### src/rtl/mul_div_unit_pkg.sv
// mul_div_unit_pkg: shared funct3 encodings, divider FSM states and iteration count
package mul_div_unit_pkg;
    typedef enum logic [2:0] {
        OP_MUL    = 3'd0,
        OP_MULH   = 3'd1,
        OP_MULHSU = 3'd2,
        OP_MULHU  = 3'd3,
        OP_DIV    = 3'd4,
        OP_DIVU   = 3'd5,
        OP_REM    = 3'd6,
        OP_REMU   = 3'd7
    } mdu_op_e;
    typedef enum logic [1:0] {IDLE, DIV_RUN, DIV_DONE} div_state_e;
    localparam int DIV_ITERS = 32;
endpackage

### src/rtl/mul_div_unit_divider.sv
// mdu_divider: 32-step restoring divider with sign fixup; divide-by-zero and signed
// overflow skip the iteration and finish the cycle after start.
module mdu_divider
    import mul_div_unit_pkg::*;
(
    input  logic        clk,
    input  logic        rst,
    input  logic        abort,
    input  logic        hold,
    input  logic        start,
    input  logic        is_signed,
    input  logic        is_rem,
    input  logic [31:0] dividend,
    input  logic [31:0] divisor,
    output logic        running,
    output logic        done,
    output logic        idle,
    output logic [31:0] result
);
    div_state_e  state, state_nx;
    logic [4:0]  cnt;
    logic [31:0] quo, rem, dvs, a_mag, b_mag, rem_sh;
    logic [32:0] trial;
    logic        neg_q, neg_r, rem_sel, by_zero, ovf;

    assign a_mag   = (is_signed && dividend[31]) ? -dividend : dividend;
    assign b_mag   = (is_signed && divisor[31]) ? -divisor : divisor;
    assign by_zero = divisor == '0;
    assign ovf     = is_signed && dividend == 32'h8000_0000 && divisor == '1;
    assign rem_sh  = {rem[30:0], quo[31]};
    assign trial   = {rem, quo[31]} - {1'b0, dvs};

    always_comb begin
        state_nx = state;
        case (state)
            IDLE:    if (start) state_nx = (by_zero || ovf) ? DIV_DONE : DIV_RUN;
            DIV_RUN: if (cnt == 5'(DIV_ITERS - 1)) state_nx = DIV_DONE;
            default: state_nx = IDLE;
        endcase
        if (hold) state_nx = state;
        if (abort) state_nx = IDLE;
    end

    always_ff @(posedge clk) begin
        if (rst) begin
            state <= IDLE;
            cnt   <= '0;
        end else begin
            state <= state_nx;
            cnt   <= (state_nx != DIV_RUN) ? '0 : (state == DIV_RUN && !hold) ? cnt + 5'd1 : cnt;
        end
    end

    // Quotient bits shift in from the bottom while the dividend magnitude shifts out the top.
    always_ff @(posedge clk) begin
        if (state == IDLE && start) begin
            quo     <= by_zero ? '1 : ovf ? 32'h8000_0000 : a_mag;
            rem     <= by_zero ? dividend : '0;
            dvs     <= b_mag;
            neg_q   <= is_signed && !by_zero && !ovf && (dividend[31] ^ divisor[31]);
            neg_r   <= is_signed && !by_zero && dividend[31];
            rem_sel <= is_rem;
        end else if (state == DIV_RUN && !hold) begin
            quo <= {quo[30:0], !trial[32]};
            rem <= trial[32] ? rem_sh : trial[31:0];
        end
    end

    assign result  = rem_sel ? (neg_r ? -rem : rem) : (neg_q ? -quo : quo);
    assign running = state == DIV_RUN;
    assign done    = state == DIV_DONE;
    assign idle    = state == IDLE;
endmodule

### src/rtl/mul_div_unit.sv
// mul_div_unit: single-cycle RV32M multiplier plus optional 34-cycle divider.
// Define MDU_DIV_EN to build the divider; otherwise divide ops return 0 in one cycle.
module mul_div_unit
    import mul_div_unit_pkg::*;
(
    input  logic        clk,
    input  logic        rst,
    input  logic        start,
    input  logic [2:0]  mdu_op,
    input  logic [31:0] op0,
    input  logic [31:0] op1,
    input  logic [4:0]  rd_ex,
    input  logic        flush,
    input  logic        stall_ex2,
    output logic        busy,
    output logic        wreg_en_ex2,
    output logic [4:0]  rd_ex2,
    output logic [31:0] wreg_data_ex2
);
    logic               issue, res_en;
    logic [32:0]        mul_a, mul_b;
    logic signed [63:0] prod;
    logic [31:0]        mul_res, res_data;
    logic [4:0]         res_rd;

    assign mul_a   = {mdu_op != OP_MULHU && op0[31], op0};
    assign mul_b   = {(mdu_op == OP_MUL || mdu_op == OP_MULH) && op1[31], op1};
    assign prod    = 64'($signed(mul_a)) * 64'($signed(mul_b));
    assign mul_res = (mdu_op == OP_MUL) ? prod[31:0] : prod[63:32];

`ifdef MDU_DIV_EN
    logic        div_start, div_run, div_done, div_idle;
    logic [31:0] div_res;
    logic [4:0]  rd_q;

    // A start seen while the divider is occupied is the same stalled instruction; drop it.
    assign issue     = start && !flush && !stall_ex2 && div_idle;
    assign div_start = issue && mdu_op[2];
    assign busy      = div_run || div_start;

    mdu_divider u_div (
        .clk       (clk),
        .rst       (rst),
        .abort     (flush),
        .hold      (stall_ex2),
        .start     (div_start),
        .is_signed (!mdu_op[0]),
        .is_rem    (mdu_op[1]),
        .dividend  (op0),
        .divisor   (op1),
        .running   (div_run),
        .done      (div_done),
        .idle      (div_idle),
        .result    (div_res)
    );

    always_ff @(posedge clk) if (div_start) rd_q <= rd_ex;

    assign res_en   = div_done || (issue && !mdu_op[2]);
    assign res_rd   = div_done ? rd_q : rd_ex;
    assign res_data = div_done ? div_res : mul_res;
`else
    assign issue    = start && !flush && !stall_ex2;
    assign busy     = 1'b0;
    assign res_en   = issue;
    assign res_rd   = rd_ex;
    assign res_data = mdu_op[2] ? '0 : mul_res;
`endif

    always_ff @(posedge clk) begin
        if (rst) begin
            wreg_en_ex2   <= 1'b0;
            rd_ex2        <= '0;
            wreg_data_ex2 <= '0;
        end else if (flush) begin
            wreg_en_ex2 <= 1'b0;
        end else if (!stall_ex2) begin
            wreg_en_ex2 <= res_en && res_rd != '0;
            if (res_en) begin
                rd_ex2        <= res_rd;
                wreg_data_ex2 <= res_data;
            end
        end
    end
endmodule

### config.mk
export PLATFORM = sky130hd
export DESIGN_NAME = mul_div_unit
export DESIGN_NICKNAME = d
export VERILOG_FILES = /design/src/rtl/mul_div_unit_pkg.sv /design/src/rtl/mul_div_unit_divider.sv /design/src/rtl/mul_div_unit.sv
export SDC_FILE = /design/constraint.sdc
export NUM_CORES = 2
export LEC_CHECK = 0
export ABC_AREA = 0
export BUFFER_PORTS_ARGS = -buffer_cell sky130_fd_sc_hd__clkbuf_2
export CAP_MARGIN = 10
export CELL_PAD_IN_SITES_DETAIL_PLACEMENT = 2
export CELL_PAD_IN_SITES_GLOBAL_PLACEMENT = 2
export CORE_ASPECT_RATIO = 0.7
export CORE_MARGIN = 5
export CORE_UTILIZATION = 43
export CTS_BUF_LIST = sky130_fd_sc_hd__clkbuf_4 sky130_fd_sc_hd__clkbuf_8 sky130_fd_sc_hd__clkbuf_16
export CTS_CLUSTER_DIAMETER = 50
export DETAILED_ROUTE_END_ITERATION = 10
export PLACE_DENSITY = 0.82
export SLEW_MARGIN = 20
export SYNTH_ARGS = -nofsm -noshare
export SYNTH_HDL_FRONTEND = slang
export SYNTH_SLANG_ARGS = --single-unit
### constraint.sdc
create_clock -name clk -period 10.03 [get_ports clk]
set_input_delay 1.003 -clock clk [delete_from_list [all_inputs] [get_ports clk]]
set_output_delay 1.003 -clock clk [all_outputs]
set_load 0.02 [all_outputs]
# Word-level counts from Yosys, hierarchy flattened
# Index checks and enable logic that the tools add are counted.
[word_totals] in_bits=77 ramBits=0 output_inout_bits=39 latchBits=0 elab_cells=22 n_memories=0 mem_bits_ro=0 reg_bits=38
[classes] bitwise=2 n_addsub=0 mul=1 shift=0 muxes=2 n_div=0 magnitude_cmp=0 reduce_logical=12 eq_ne=2
[ops] operator="$mul A33 B33 Y64" n=1
[ops] operator="$mux W32" n=2
[ops] operator="$logic_and A1 B1 Y1" n=5
[ops] operator="$reduce_bool A5 Y1" n=1
[ops] operator="$eq A3 B1 Y1 const B" n=1
[ops] operator="$logic_not A3 Y1" n=1
[ops] operator="$ne A3 B2 Y1 const B" n=1
[ops] operator="$reduce_and A3 Y1" n=1
[ops] operator="$logic_not A1 Y1" n=2
[ops] operator="$not A1 Y1" n=2
[ops] operator="$reduce_or A2 Y1" n=1
[ops] operator="$logic_or A1 B1 Y1" n=1

# Longest topological paths before layout
[logic_depth] depth_word=6 depth_mapped=30 mapped_depth_nobuf=28

# Worst setup path before layout
# OpenSTA, ideal clock, no wires.
[synth_timing] path_kind="input-to-reg" start="in mdu_op[2]" end="reg wreg_data_ex2[29]" path_buffers=2 arrival_ps=8503 setup_ps=86 path_slack_ps=1441 cell_stages=24 required_ps=9944 path_cell_list="clkbuf_1 -> o21a_1 -> buf_1 -> nand2_1 -> inv_1 -> fa_1 -> fa_1 -> fa_1 -> fa_1 -> inv_1 -> fa_1 -> fa_1 -> fa_1 -> fa_1 -> inv_1 -> ha_1 -> a21o_1 -> a21o_1 -> a211o_1 -> o2111ai_1 -> a31o_2 -> a31oi_1 -> mux2_1 -> a211oi_1"
[synth_via] elab_chain_cells=6 elab_cells_between_ends=9 classes_between="1 x mul; 2 x eq/ne; 2 x mux; 4 x reduce/logical"
[synth_rtl] element="start, declared" line_no="mul_div_unit.sv:9" text="input logic [2:0] mdu_op,"
[synth_rtl] element="$eq A3 B1 Y1 / $logic_not A3 Y1 (equally long branches)" line_no="mul_div_unit.sv:27, mul_div_unit.sv:29"
[synth_rtl] element="$logic_or A1 B1 Y1" line_no="mul_div_unit.sv:27" text="assign mul_b = {(mdu_op == OP_MUL || mdu_op == OP_MULH) && op1[31], op1};"
[synth_rtl] element="$logic_and A1 B1 Y1" line_no="mul_div_unit.sv:27"
[synth_rtl] element="$mul A33 B33 Y64" line_no="mul_div_unit.sv:28" text="assign prod = 64'($signed(mul_a)) * 64'($signed(mul_b));"
[synth_rtl] element="$mux W32" line_no="mul_div_unit.sv:29" text="assign mul_res = (mdu_op == OP_MUL) ? prod[31:0] : prod[63:32];"
[synth_rtl] element="$mux W32 *" line_no="mul_div_unit.sv:67" text="assign res_data = mdu_op[2] ? '0 : mul_res;"
[synth_rtl] element="end signal, assigned" line_no="mul_div_unit.sv:81" text="wreg_data_ex2 <= res_data;"
[synth_rtl] element="end, declared" line_no="mul_div_unit.sv:18" text="output logic [31:0] wreg_data_ex2"
# Mark *: on every way between the ends. The rest lies on a longest branch, timed or not.
# A chain may end at the register's enable or synchronous reset.

# Worst setup path in the final report
[layout_timing] start="in op0[25]" end="reg wreg_data_ex2[30]"
[layout_via] elab_chain_cells=3
[layout_rtl] element="start, declared" line_no="mul_div_unit.sv:10" text="input logic [31:0] op0,"
[layout_rtl] element="$mul A33 B33 Y64" line_no="mul_div_unit.sv:28"
[layout_rtl] element="$mux W32" line_no="mul_div_unit.sv:29"
[layout_rtl] element="$mux W32" line_no="mul_div_unit.sv:67"
# Every way passes these cells.

==> summary.md <==
| Metric | Value |
|---|---|
| DPL Wire Length | `133 mm` |
| Global placement routability congestion | `0.885` |
| R2r worst-path depth | `2` |
| # resized after CTS | `0` |
| Cell count after synthesis | `4331` |
| Final instance area | `0.0412 mm2` |
| Max-cap check violation count | `0` |
| Hold Path Sink | `rd_ex2[1]$_SDFFE_PP0P_` |
| Htree depth | `2` |
| Post-synth top area share | `0.573` |
| Share of cells above drive strength 1 | `0.0495` |
| # port buffers | `114` |
| Critical path endpoint category | `register` |
| Seq/Total Area, Yosys | `0.0193` |
| DR iter-0 viols | `between 1500 and 2000` |
| DRT Wirelength | `156 mm` |
| Final Slew Violations | `0` |
| Post-synthesis mux area share | `0.00137` |
| Crit Path Max Fanout | `33` |
| Die ar. | `0.0977 mm2` |
| Clk pin slew, worst setup/hold paths | `about 0.070 ns` |
| Root Driver | `clkbuf_16` |
| Initial antenna violation count | `4` |
| Syn_area_per_cell | `9.08 um2` |
| DP Cell Count | `about 5500` |
| Tmin final | `9.52 ns` |
| CTS tree | `done` |
| Post-Layout Cell Count | `between 5000 and 6000` |
| Crit path required time | `10.26 ns` |
| Clk_skew | `0 ns` |
| TritonCTS buffer count | `5` |
| Final nets | `5697` |
| Hold Crit Class | `register to register` |
| Syn Std Cell Area | `0.0393 mm2` |
| Total number of vias | `30706` |
| Final hold vios | `0` |
| Ports | `116` |
| FF+latch count, synth | `38` |
| FFs w/ async S/R, synth | `0` |
| Critical path's slowest cell | `clkbuf_2` |
| Slew headroom | `0.158` |
| Compound-Gate Fraction of Synth Area | `0.0485` |
| Core area | `0.0904 mm2` |
| Fraction of the mapped netlist area in adder cells | `0.640` |
| Synthesized net count | `5745` |
| Synthesis warning total | `0` |
| Crit Path Category | `input port to register` |
| Pre-antenna DRT Iters | `7` |
| Number of flops mapped to enable cells by yosys | `0` |
| DP Area | `0.0411 mm2` |
| Initial Util | `0.435` |
| DRC violations left | `0` |
| Number of hold buffers added after cts | `0` |
| Final WS setup | `between 0.5 and 0.6 ns` |
| RSZ-0062 raised after global routing | `no` |
| Synth Flop Type | `dfxtp_1` |
| Final TNS setup | `0 ns` |
| Setup violators final | `0` |
| Worst path buffer plus inverter count | `4` |
| Fmax | `approximately 110 MHz` |
| Post-Place Worst Slack | `around 0.35 ns` |
| Synth Area in XOR/XNOR | `0.0154` |
| Rows | `between 90 and 100` |
| Vias in the first global route | `between 30000 and 40000` |
| Routed Antenna Nets | `0` |
| CP top delay family | `adder cells` |
| Worst r2r dst | `wreg_data_ex2[31]$_SDFFE_PP0P_` |
| Critical path cell sequence | `clkbuf_2 > nand2_1 > fa_1 > inv_1 > fa_1 > fa_1 > fa_1 > fa_1 > inv_1 > fa_1 > fa_1 > inv_1 > fa_1 > ha_1 > nand2_1 > nor4_2 > nand3_1 > o221ai_1 > a21oi_1 > a21oi_2 > a21oi_1 > or4_1 > nand3_1` |
| Largest family of logic cells by synthesized area | `adder cells` |
| Worst-margin pin slew | `1.26 ns` |
| Worst-skew pair later-pin latency | `around 0.28 ns` |
| Area growth syn-to-layout | `4.82%` |
| Startpoint Class | `input port` |
| Startpoint of the worst hold path | `rd_ex2[1]$_SDFFE_PP0P_` |
| Clk sink count | `38` |
| Largest cells by area after synthesis | `fa_1 (57%), inv_1 (10%), nand2_1 (7.5%)` |
| Worst r2r src | `wreg_data_ex2[31]$_SDFFE_PP0P_` |
| Crit-path most repeated cell | `fa_1` |
| Total GRT Usage | `0.325` |
| Synth area leader | `fa_1` |
| Post-synth cell types | `72` |
| Setup bufs post-CTS | `0` |
| Simple-gate portion of the synthesized area | `0.149` |
| CTS max path bufs | `2` |
| Via-to-Cell Ratio | `5.57` |
| Largest net degree at the start of global routing | `35` |
| Die Y | `263 um` |
| Fillcell total | `9854` |
| Width of the die | `371 um` |
| Worst path max stage delay | `just under 0.9 ns` |
| Global-route wire length before repair | `239 mm` |
| GRT overflow | `0` |
| Flop2flop setup slack | `9.16 ns` |
| Status | `complete, no violations` |
| Number of cells on the worst hold path | `2` |
| WL/cell | `28.2 um` |
| CP arrival | `9.74 ns` |
| Final period util | `0.949` |
## sequential cells by signal, indices dropped and copies added, names as in the netlist
register and cells:
wreg_en_ex2 1, rd_ex2 5, wreg_data_ex2 32
## synth_stat cells, types with 36 or more instances
library cell / n
clkbuf_1: 231
a21o_1: 36
dfxtp_1: 38
ha_1: 212
nand2_1: 785
xnor2_1: 47
nor2_1: 60
fa_1: 1125
a21oi_1: 70
inv_1: 1085
o21ai_0: 51
and2_1: 325
## area by class of cell
| class | instances | area [um2] | share of cell area |
|---|---|---|---|
| repair buffers | 179 | 1060 | 0.0257 |
| multi-input cells | 2974 | 33600 | 0.816 |
| diodes | 5 | 12.5 | 0.000304 |
| flip-flops and latches | 38 | 761 | 0.0185 |
| inverters | 1085 | 4070 | 0.0988 |
| clock buffers | 6 | 139 | 0.00337 |
| well taps | 1222 | 1530 | 0.0371 |
| clock inverters | 2 | 12.5 | 0.000304 |
## routing by layer
layer	track usage	part of all wire
met4	0.0887	0.033
met1	0.427	0.41
met2	0.577	0.51
met3	0.0309	0.051
met5	0	0
## per-stage QoR
| step | hold WS [ns] | util |
|---|---|---|
| finish | 0.455 | 0.456 |
| global placement | 0.444 | 0.454 |
| floorplan | 0.535 | - |
| detailed placement | 0.451 | 0.454 |
| CTS | 0.460 | 0.456 |
| global route | 0.488 | 0.456 |
## worst max path at each step
stage	start	slack, ns	cells after the start	end
after floorplan	mdu_op[2]	1.44	24	wreg_data_ex2[29]$_SDFFE_PP0P_
after global placement	mdu_op[2]	0.65	24	wreg_data_ex2[29]$_SDFFE_PP0P_
after detailed placement	mdu_op[2]	0.35	25	wreg_data_ex2[29]$_SDFFE_PP0P_
after CTS	mdu_op[2]	0.58	25	wreg_data_ex2[29]$_SDFFE_PP0P_
after global routing	op0[25]	0.27	23	wreg_data_ex2[30]$_SDFFE_PP0P_
final	op0[25]	0.51	23	wreg_data_ex2[30]$_SDFFE_PP0P_
## worst reg2reg max path, delay by kind of cell (launching register included)
kind | cells | cell delay (ns)
flip-flops | 1 | 0.34
AO/OA/AOI/OAI | 2 | 0.41
## cells in the final DEF (no fill, tap or decap), types with 23 or more instances in the layout
master / n
clkbuf_2: 113
ha_1: 212
xnor2_1: 47
and2_1: 325
nand2_1: 785
fa_1: 1125
inv_1: 1085
nor2_1: 60
dfxtp_1: 38
a22oi_1: 23
o21ai_0: 51
a21oi_1: 70
buf_4: 65
a21o_1: 36
## kinds of logic after synthesis
group | after synthesis
fa+ha+maj | 1337
xor+xnor | 69
simple gates | 1278
mux | 5
other cells | 1
buf+inv | 1319
flops | 38
compound gates | 284
Power is left out: the tool's default activity adds up to more than one toggle a clock period on the data nets, which glitch-free logic cannot reach.
